[config.mk]
export PLATFORM = sky130hd
export DESIGN_NAME = ram_bist_ctrl
export DESIGN_NICKNAME = d
export VERILOG_FILES = /design/src/rtl/ram_bist_ctrl.sv
export SDC_FILE = /design/constraint.sdc
export NUM_CORES = 1
export LEC_CHECK = 0
export BUFFER_PORTS_ARGS = -buffer_cell sky130_fd_sc_hd__buf_4
export CORE_ASPECT_RATIO = 2
export CORE_MARGIN = 1.5
export CORE_UTILIZATION = 38
export CTS_BUF_LIST = sky130_fd_sc_hd__clkbuf_2
export DETAILED_ROUTE_END_ITERATION = 16
export GPL_ROUTABILITY_DRIVEN = 0
export SLEW_MARGIN = 0
export SYNTH_ARGS = -nofsm -noshare
export SYNTH_HDL_FRONTEND = slang
export SYNTH_SLANG_ARGS = --single-unit
export TNS_END_PERCENT = 5
[constraint.sdc]
create_clock -name CLK -period 2.1 [get_ports CLK]
set_input_delay 0.42 -clock CLK [delete_from_list [all_inputs] [get_ports CLK]]
set_output_delay 0.42 -clock CLK [all_outputs]
set_load 0.03 [all_outputs]
[src/rtl/ram_bist_ctrl.sv]
// Write/read-back BIST initiator for a single-port EN/WR synchronous RAM.
// Optional macro RAM_BIST_STOP_ON_FAIL_EN: the first mismatch ends the read sweep early.
module ram_bist_ctrl #(
  parameter int AW     = 4,
  parameter int DW     = 4,
  parameter int MASK   = 7,
  parameter int SEED   = 3,
  parameter int RD_LAT = 2
) (
  input  logic          CLK,
  input  logic          RST_N,
  input  logic          START,
  output logic [AW-1:0] A,
  output logic [DW-1:0] D,
  output logic          EN,
  output logic          WR,
  input  logic [DW-1:0] Q,
  output logic          BUSY,
  output logic          DONE,
  output logic          PASS,
  output logic [7:0]    ERR_CNT,
  output logic [AW-1:0] FAIL_ADDR
);

  typedef enum logic [2:0] {S_IDLE, S_WRITE, S_READ, S_DRAIN, S_DONE} state_t;

  localparam int          LAST       = RD_LAT - 1;
  localparam logic [DW-1:0] MSK      = DW'(MASK);
  localparam logic [7:0]  DRAIN_LAST = 8'(RD_LAT);

  state_t        state;
  logic [AW-1:0] cnt;
  logic [7:0]    dcnt;
  logic          rv [RD_LAT];
  logic [AW-1:0] ra [RD_LAT];
  logic [DW-1:0] exp_q;
  logic          mism;
  logic          stop;

  function automatic logic [DW-1:0] pat(input logic [AW-1:0] a);
    return DW'(SEED) + DW'(a);
  endfunction

  always_comb begin
    exp_q = pat(ra[LAST]) & MSK;
    mism  = rv[LAST] && (Q != exp_q);
  end

`ifdef RAM_BIST_STOP_ON_FAIL_EN
  assign stop = mism;
`else
  assign stop = 1'b0;
`endif

  always_ff @(posedge CLK) begin
    if (!RST_N) begin
      state     <= S_IDLE;
      cnt       <= '0;
      dcnt      <= '0;
      A         <= '0;
      D         <= '0;
      EN        <= 1'b0;
      WR        <= 1'b0;
      BUSY      <= 1'b0;
      DONE      <= 1'b0;
      PASS      <= 1'b0;
      ERR_CNT   <= '0;
      FAIL_ADDR <= '0;
      for (int unsigned i = 0; i < RD_LAT; i++) begin
        rv[i] <= 1'b0;
        ra[i] <= '0;
      end
    end else begin
      // Stage 0 is loaded alongside A/EN so it tracks the issued read exactly.
      rv[0] <= 1'b0;
      ra[0] <= cnt;
      for (int unsigned i = 1; i < RD_LAT; i++) begin
        rv[i] <= rv[i-1];
        ra[i] <= ra[i-1];
      end

      if (mism) begin
        if (ERR_CNT != '1) ERR_CNT <= ERR_CNT + 8'd1;
        if (ERR_CNT == '0) FAIL_ADDR <= ra[LAST];
      end

      case (state)
        S_IDLE, S_DONE: begin
          if (START) begin
            state     <= S_WRITE;
            cnt       <= '0;
            ERR_CNT   <= '0;
            FAIL_ADDR <= '0;
            DONE      <= 1'b0;
            PASS      <= 1'b0;
            BUSY      <= 1'b1;
          end
        end
        S_WRITE: begin
          A   <= cnt;
          D   <= pat(cnt);
          EN  <= 1'b1;
          WR  <= 1'b1;
          cnt <= cnt + AW'(1);
          if (cnt == '1) state <= S_READ;
        end
        S_READ: begin
          if (stop) begin
            EN    <= 1'b0;
            WR    <= 1'b0;
            D     <= '0;
            dcnt  <= '0;
            state <= S_DRAIN;
          end else begin
            A     <= cnt;
            D     <= '0;
            EN    <= 1'b1;
            WR    <= 1'b0;
            rv[0] <= 1'b1;
            cnt   <= cnt + AW'(1);
            if (cnt == '1) begin
              dcnt  <= '0;
              state <= S_DRAIN;
            end
          end
        end
        S_DRAIN: begin
          EN <= 1'b0;
          WR <= 1'b0;
          // One extra edge past RD_LAT so the final compare lands in ERR_CNT first.
          if (dcnt == DRAIN_LAST) begin
            state <= S_DONE;
            BUSY  <= 1'b0;
            DONE  <= 1'b1;
            PASS  <= (ERR_CNT == '0);
          end else begin
            dcnt <= dcnt + 8'd1;
          end
        end
        default: state <= S_IDLE;
      endcase
    end
  end

endmodule

==> metrics, run 1 <==
outcome=finished clean; die width=58.5 um; Met2 Routed Length=approximately 2.8 mm; first-pass GRT wire length=approximately 8.6 mm; CTS root buffer=clkbuf_2; Num CTS Buffers=5; Filler cells=around 570; Cell Count, Final, Fillers Out=356; Slew @ Worst Pin=0.623 ns; xor/xnor share of the synthesized area=roughly 4.8%; WL met3=153 um; top-area cell type share of the netlist area=between 40% and 50%; max_slew headroom=about three fifths; synthesized cell area=between 2000 and 2500 um^2; DRT Pass-1 Iters=4; Main synth FF type=dfxtp_1; Vias/cell=between 5 and 6; RSZ-0062 raised after global routing=no; DRC=0; post-synthesis sequential area ratio=42.7%; vias in the first global route=between 1500 and 2000; Nets=307; cts hold-fix bufs=0; share of post-route cells with drive strength above 1=roughly 19%; Detail Route Antenna Nets=0; commonest non-fill, non-tap cells in the layout=dfxtp_1, buf_4, o21ai_0; worst path arrival time=between 2 and 2.5 ns; Crit Path Category=reg2reg; Net Count, Synth=268; n_diodes=0; Core Area=approximately 6000 um^2; 1st-iter DRT viols=76; Area Overhead vs Synth=16.8%; DP HPWL=approximately 3.8 mm; H-tree depth=2; dpl cells=roughly 350; Max FO, Critical Path=9; CP startpoint=ra[0][4]$_SDFF_PN0_; Worst-path clk slew=roughly 0.26 ns; Max Clk Rate=slightly above 500 MHz; final setup vio count=0; mux contribution to synthesized area=3.84%; Max-Cap Viols=0; clk_lat worst skew=between 0.4 and 0.5 ns; Final Cycle Share=~93%; Post-Synth Simple-Gate Area=between 20 and 25%; largest net degree at the start of global routing=34; port bufs=31; number of synthesized flops with an enable pin=0; worst hold path class=in2reg; crit path time final=around 2 ns; starting density of the core=39.3%; GRT Util Overall=between 15 and 20%; peak supply drop=0.000546 V; CTS tree=yes; top-level I/O count=32; DRT Wirelength=5.06 mm; post_cts resized=0; max layer used=met4; Slew Limit Fails=0; HP Start=START; Setup crit start kind=flip-flop; Post-Synth Adder-Cell Area=roughly 3.7%; final setup TNS=0 ns; drt wl/cell=14.2 um; Sink Count=50; worst clock skew=0.0271 ns; post-CTS setup repair buffer count=0; synth top area cells=dfxtp_1, mux2i_1, o21ai_0; total congestion overflow=0; Syn Inst Count=roughly 250; synthesized area per cell=9.23 um^2; largest area contributor in the synthesized netlist=dfxtp_1; Yosys cell types=46; Metal-1 WL=1.96 mm; DIE AREA=approximately 6700 um^2; initial antenna violation count=0; Compound-Gate Fraction of Synth Area=16.4%; commonest non-fill, non-tap cell in the layout=dfxtp_1; clk buf depth=2; Vias=a little under 2000; Worst Path Required=between 2 and 3 ns; Leak=0.00105 uW; endpoint class of the critical path=flip-flop; chip height=between 100 and 150 um; Fin. Hold Viols=0; synthesized flop and latch total=50; combinational family with the most area after synthesis=simple AND/OR/NAND/NOR gates; Post-synth ARST share=0%; P per Cell Area=around 900 nW/um^2; FP Rows=40; worst flop-to-flop path startpoint=ra[0][4]$_SDFF_PN0_; warnings from Yosys=0
## flip-flops by register name, indices dropped and copies added, names as in the netlist
name and cells:
state 3, dcnt 8, EN 1, cnt 4
WR 1, A 4, BUSY 1, D 4
DONE 1, rv 2, FAIL_ADDR 4, ra 8
ERR_CNT 8, PASS 1
## power breakdown
part / switching, uW / internal [uW]
clock: 319 / 74.1
sequential: 79.0 / 1040
combinational: 537 / 400
## kinds of logic after synthesis
logic type / count (synthesis)
adder cells (fa/ha/maj): 7
XOR/XNOR: 11
multiplexers: 9
AND/OR/NAND/NOR: 98
AO/OA/AOI/OAI: 56
flip-flops: 50
buffers and inverters: 23
## cells in the mapped netlist (2+ instances only)
cell type / number
nand3_1: 6
a22oi_1: 5
o211ai_1: 4
and4_1: 2
nor4b_1: 2
buf_2: 5
mux2i_1: 9
nand3b_1: 2
nor2b_1: 12
ha_1: 7
nand4_1: 5
nand2_1: 17
and3_1: 4
or4_1: 3
a21oi_1: 11
nor3b_1: 2
clkbuf_1: 5
inv_1: 12
o311a_1: 2
or3_1: 7
nor2_1: 10
dfxtp_1: 50
xor2_1: 4
nand2b_1: 3
a21boi_0: 4
nor3_1: 5
o31ai_1: 2
a22o_1: 2
o21bai_1: 2
xnor2_1: 6
and2_1: 12
o21ai_0: 18
## worst max-delay path, stage by stage, from the launching register on
cell and delay (ns):
dfxtp_1 0.40, inv_1 0.06, ha_1 0.30, xnor2_1 0.40, o41ai_4 0.21, or4_1 0.49, nand2_1 0.08
## routing by layer
layer  global-route usage (%)  vias up
met4                     7.13        0
met5                        0        -
met1                     17.3      911
met2                     31.3       35
met3                     2.94        5
li1                         -      976
## cell type report
type                            count  area, um^2  share of cell area (%)
Multi-Input combinational cell    181        1250                    45.6
Sequential cell                    50        1000                    36.6
Timing Repair Buffer               43         323                    11.8
Tap cell                           63        78.8                    2.88
Inverter                           12        45.0                    1.65
Clock buffer                        5        25.0                   0.914
Clock inverter                      2        15.0                   0.549
## path summary, 6_finish.rpt
check	to	slack, ns	cells after the start
setup / recovery	FAIL_ADDR[0]$_SDFF_PN0_	0.14	6
hold / removal	state[2]$_SDFFE_PN0P_	0.27	4
setup reg to reg	FAIL_ADDR[0]$_SDFF_PN0_	0.14	6
hold reg to reg	rv[1]$_DFF_P_	0.46	1
## per-stage QoR
step | instance area (um^2) | hold slack [ns] | power (uW) | worst slack, ns | util [%]
2_1_floorplan | 2340 | 0.406 | 1780 | 0.282 | -
3_3_place_gp | 2700 | 0.408 | 2080 | 0.214 | 45.3
3_5_place_dp | 2700 | 0.414 | 2080 | 0.188 | 45.3
4_1_cts | 2740 | 0.229 | 2490 | 0.128 | 45.9
5_1_grt | 2740 | 0.257 | 2600 | 0.0117 | 45.9
6_report | 2740 | 0.266 | 2450 | 0.140 | 45.9
(Power assumes the default switching activity.)
==> inputs of run 2 (changes only) <==
--- a/config.mk
+++ b/config.mk
@@ -5,13 +5,14 @@
 export SDC_FILE = /design/constraint.sdc
 export NUM_CORES = 1
 export LEC_CHECK = 0
-export BUFFER_PORTS_ARGS = -buffer_cell sky130_fd_sc_hd__buf_4
+export BUFFER_PORTS_ARGS = -buffer_cell sky130_fd_sc_hd__buf_2
 export CORE_ASPECT_RATIO = 2
 export CORE_MARGIN = 1.5
 export CORE_UTILIZATION = 38
 export CTS_BUF_LIST = sky130_fd_sc_hd__clkbuf_2
 export DETAILED_ROUTE_END_ITERATION = 16
 export GPL_ROUTABILITY_DRIVEN = 0
+export SETUP_SLACK_MARGIN = 0.15
 export SLEW_MARGIN = 0
 export SYNTH_ARGS = -nofsm -noshare
 export SYNTH_HDL_FRONTEND = slang
==> run 2 against run 1 <==
Die area did not move. Via count up 1.3%. Maximum frequency shrank 0.53%. Setup slack worse by 0.011 ns. Cell area fell by 2.5%. Flip-flop and latch count unchanged. Register-to-register slack about the same. First-iteration DRC count up 37%. Sequential power is essentially flat. Clock skew rose by 0.0034 ns. Critical path type unchanged. Largest power group unchanged.
==> metrics, run 2 (synthesized netlist as in run 1, its figures left out) <==
outcome=finished clean; DRT Pass-1 Iters=4 (unchanged); largest net degree at the start of global routing=24 (-29%); max_slew headroom=49.7% (-8.3 points); Detail Route Antenna Nets=0 (unchanged); crit path time final=1.97 ns (+0.0105 ns); worst-path cell chain=inv_1 > ha_1 > xnor2_2 > o41ai_4 > buf_4 > or4_1 > nand2_1; Core Area=5960 um^2 (unchanged); Logic pwr share=36.2% (-2.0 points); worst flop-to-flop path startpoint=ra[0][4]$_SDFF_PN0_; switching share of total power=38.4% (+0.25 points); top flop regs=ERR_CNT: 8 flops, dcnt: 8 flops, ra: 8 flops; Worst Path Buf+Inv=2 (+1); Filler cells=612 (+7.2%); DP HPWL=3.83 mm (+1.9%); Cell Count, Final, Fillers Out=356 (unchanged); dpl cells=347 (-0.57%); Cell Int Power=1460 uW (-3.5%); Leak=0.00105 uW (+0.14%); Max Clk Rate=507 MHz (-0.53%); GRT Util Overall=16.6% (-0.15 points); Vias/cell=5.49 (+1.3%); crit-path leading delay family=simple AND/OR/NAND/NOR gates; HP Start=RST_N; FP Rows=40 (unchanged); Area Overhead vs Synth=13.8%; Sink Count=50 (unchanged); Num CTS Buffers=5 (unchanged); first-pass GRT wire length=8.56 mm (-0.65%); RSZ-0062 raised after global routing=yes; Util after Layout=44.8% (-1.2 points); Nets=307 (unchanged); Placed Area=2600 um^2 (-3.4%); DRC=0 (unchanged); starting density of the core=39.3% (unchanged); hold path endpoint=state[1]$_SDFFE_PN0P_; r2r endpoint=FAIL_ADDR[0]$_SDFF_PN0_; Final Cycle Share=93.8% (+0.50 points); P per Cell Area=891 nW/um^2 (-0.57%); net switching power=913 uW (-2.4%); cts hold-fix bufs=0 (unchanged); port bufs=31 (unchanged); drt wl/cell=14.5 um (+2.0%); clock share of power=16.2% (+0.2 points); R2R depth=7 (+1); Vias=1953 (+1.3%); total congestion overflow=0 (unchanged); chip height=114 um (unchanged); clk buf depth=2 (unchanged); CTS tree=yes; vias in the first global route=1947 (+2.9%); commonest non-fill, non-tap cell in the layout=dfxtp_1; Crit Path Category=reg2reg; Hold Path Stages=2 (-2); top-level I/O count=32 (unchanged); commonest non-fill, non-tap cells in the layout=dfxtp_1, buf_2, o21ai_0; r2r setup slk=0.13 ns (about the same); DRT Wirelength=5.16 mm (+2.0%); final setup TNS=0 ns (unchanged); 1st-iter DRT viols=104 (+37%); endpoint class of the critical path=flip-flop; Slowest-stage cell, CP=or4_1; initial antenna violation count=0 (unchanged); n_diodes=0 (unchanged); worst hold path class=in2reg; worst clock skew=0.0305 ns (+0.00343 ns); Setup crit start kind=flip-flop; share of post-route cells with drive strength above 1=20.1% (+0.68 points); peak supply drop=0.000522 V (-4.4%); Slew Limit Fails=0 (unchanged); Max FO, Critical Path=5 (-4); Slew @ Worst Pin=0.753 ns (+0.130 ns); worst path arrival time=2.39 ns (about the same); Max-Cap Viols=0 (unchanged); Worst Path Required=2.52 ns (about the same); crit-path max cell delay=0.48 ns (about the same); H-tree depth=2 (unchanged); die width=58.5 um (unchanged); clk_lat worst skew=0.46 ns (about the same); Worst-path clk slew=0.26 ns (about the same); Reg power frac=47.6% (+1.9 points); DIE AREA=6680 um^2 (unchanged); final setup vio count=0 (unchanged); Design Area, Final=2670 um^2 (-2.5%); CTS root buffer=clkbuf_2; Fin. Hold Viols=0 (unchanged)
run 2: cell counts in the layout (fill, tap and decap cells not counted):
No cell type changed its count.
run 2: final cells by class:
class	count	area (um^2)	share of cell area [%]
Multi-Input combinational cell	181	1260	47.1
Sequential cell	50	1000	37.6
Timing Repair Buffer	43	245	9.19
Tap cell	63	78.8	2.95
Inverter	12	45.0	1.69
Clock buffer	5	25.0	0.938
Clock inverter	2	15.0	0.563
run 2: stage by stage:
stage               hold slack, ns  worst slack [ns]  power (uW)
detailed placement           0.411             0.165        2010
CTS                          0.217             0.172        2410
global route                 0.194            0.0798        2560
global placement             0.409             0.211        2010
floorplan                    0.406             0.282        1780
finish                       0.251             0.129        2380
run 2: worst max-delay path by stage:
stage                        startpoint  slack (ns)                      end  cells past startpoint
global route        ra[0][4]$_SDFF_PN0_        0.08  FAIL_ADDR[0]$_SDFF_PN0_                      7
floorplan           ra[0][4]$_SDFF_PN0_        0.28  FAIL_ADDR[0]$_SDFF_PN0_                      6
CTS                 ra[0][4]$_SDFF_PN0_        0.17    ERR_CNT[7]$_SDFF_PN0_                      6
finish              ra[0][4]$_SDFF_PN0_        0.13  FAIL_ADDR[0]$_SDFF_PN0_                      7
global placement    ra[0][4]$_SDFF_PN0_        0.21  FAIL_ADDR[0]$_SDFF_PN0_                      6
detailed placement  ra[0][4]$_SDFF_PN0_        0.16  FAIL_ADDR[0]$_SDFF_PN0_                      6
run 2: per-layer routing:
metal	global-route usage [%]	share of wire, %	up-vias
met1	16.8	39	929
met4	8.68	1.9	0
met3	3.05	3.2	8
met5	0	0	-
li1	-	-	981
met2	30.6	56	35
run 2: power by group through the flow:
stage               sequential [uW]  combinational (uW)  clock [uW]
finish                         1130                 860         384
global route                   1150                 961         447
CTS                            1130                 866         411
detailed placement             1150                 857           0
global placement               1150                 853           0
floorplan                      1190                 584           0
run 2: what timing repair did:
item                                    4_1_cts  5_1_grt
resized for setup                             1        1
setup buffers                                 0        2
gates cloned                                  0        0
endpoints found under the setup margin        3       13
pin swaps                                     0        2
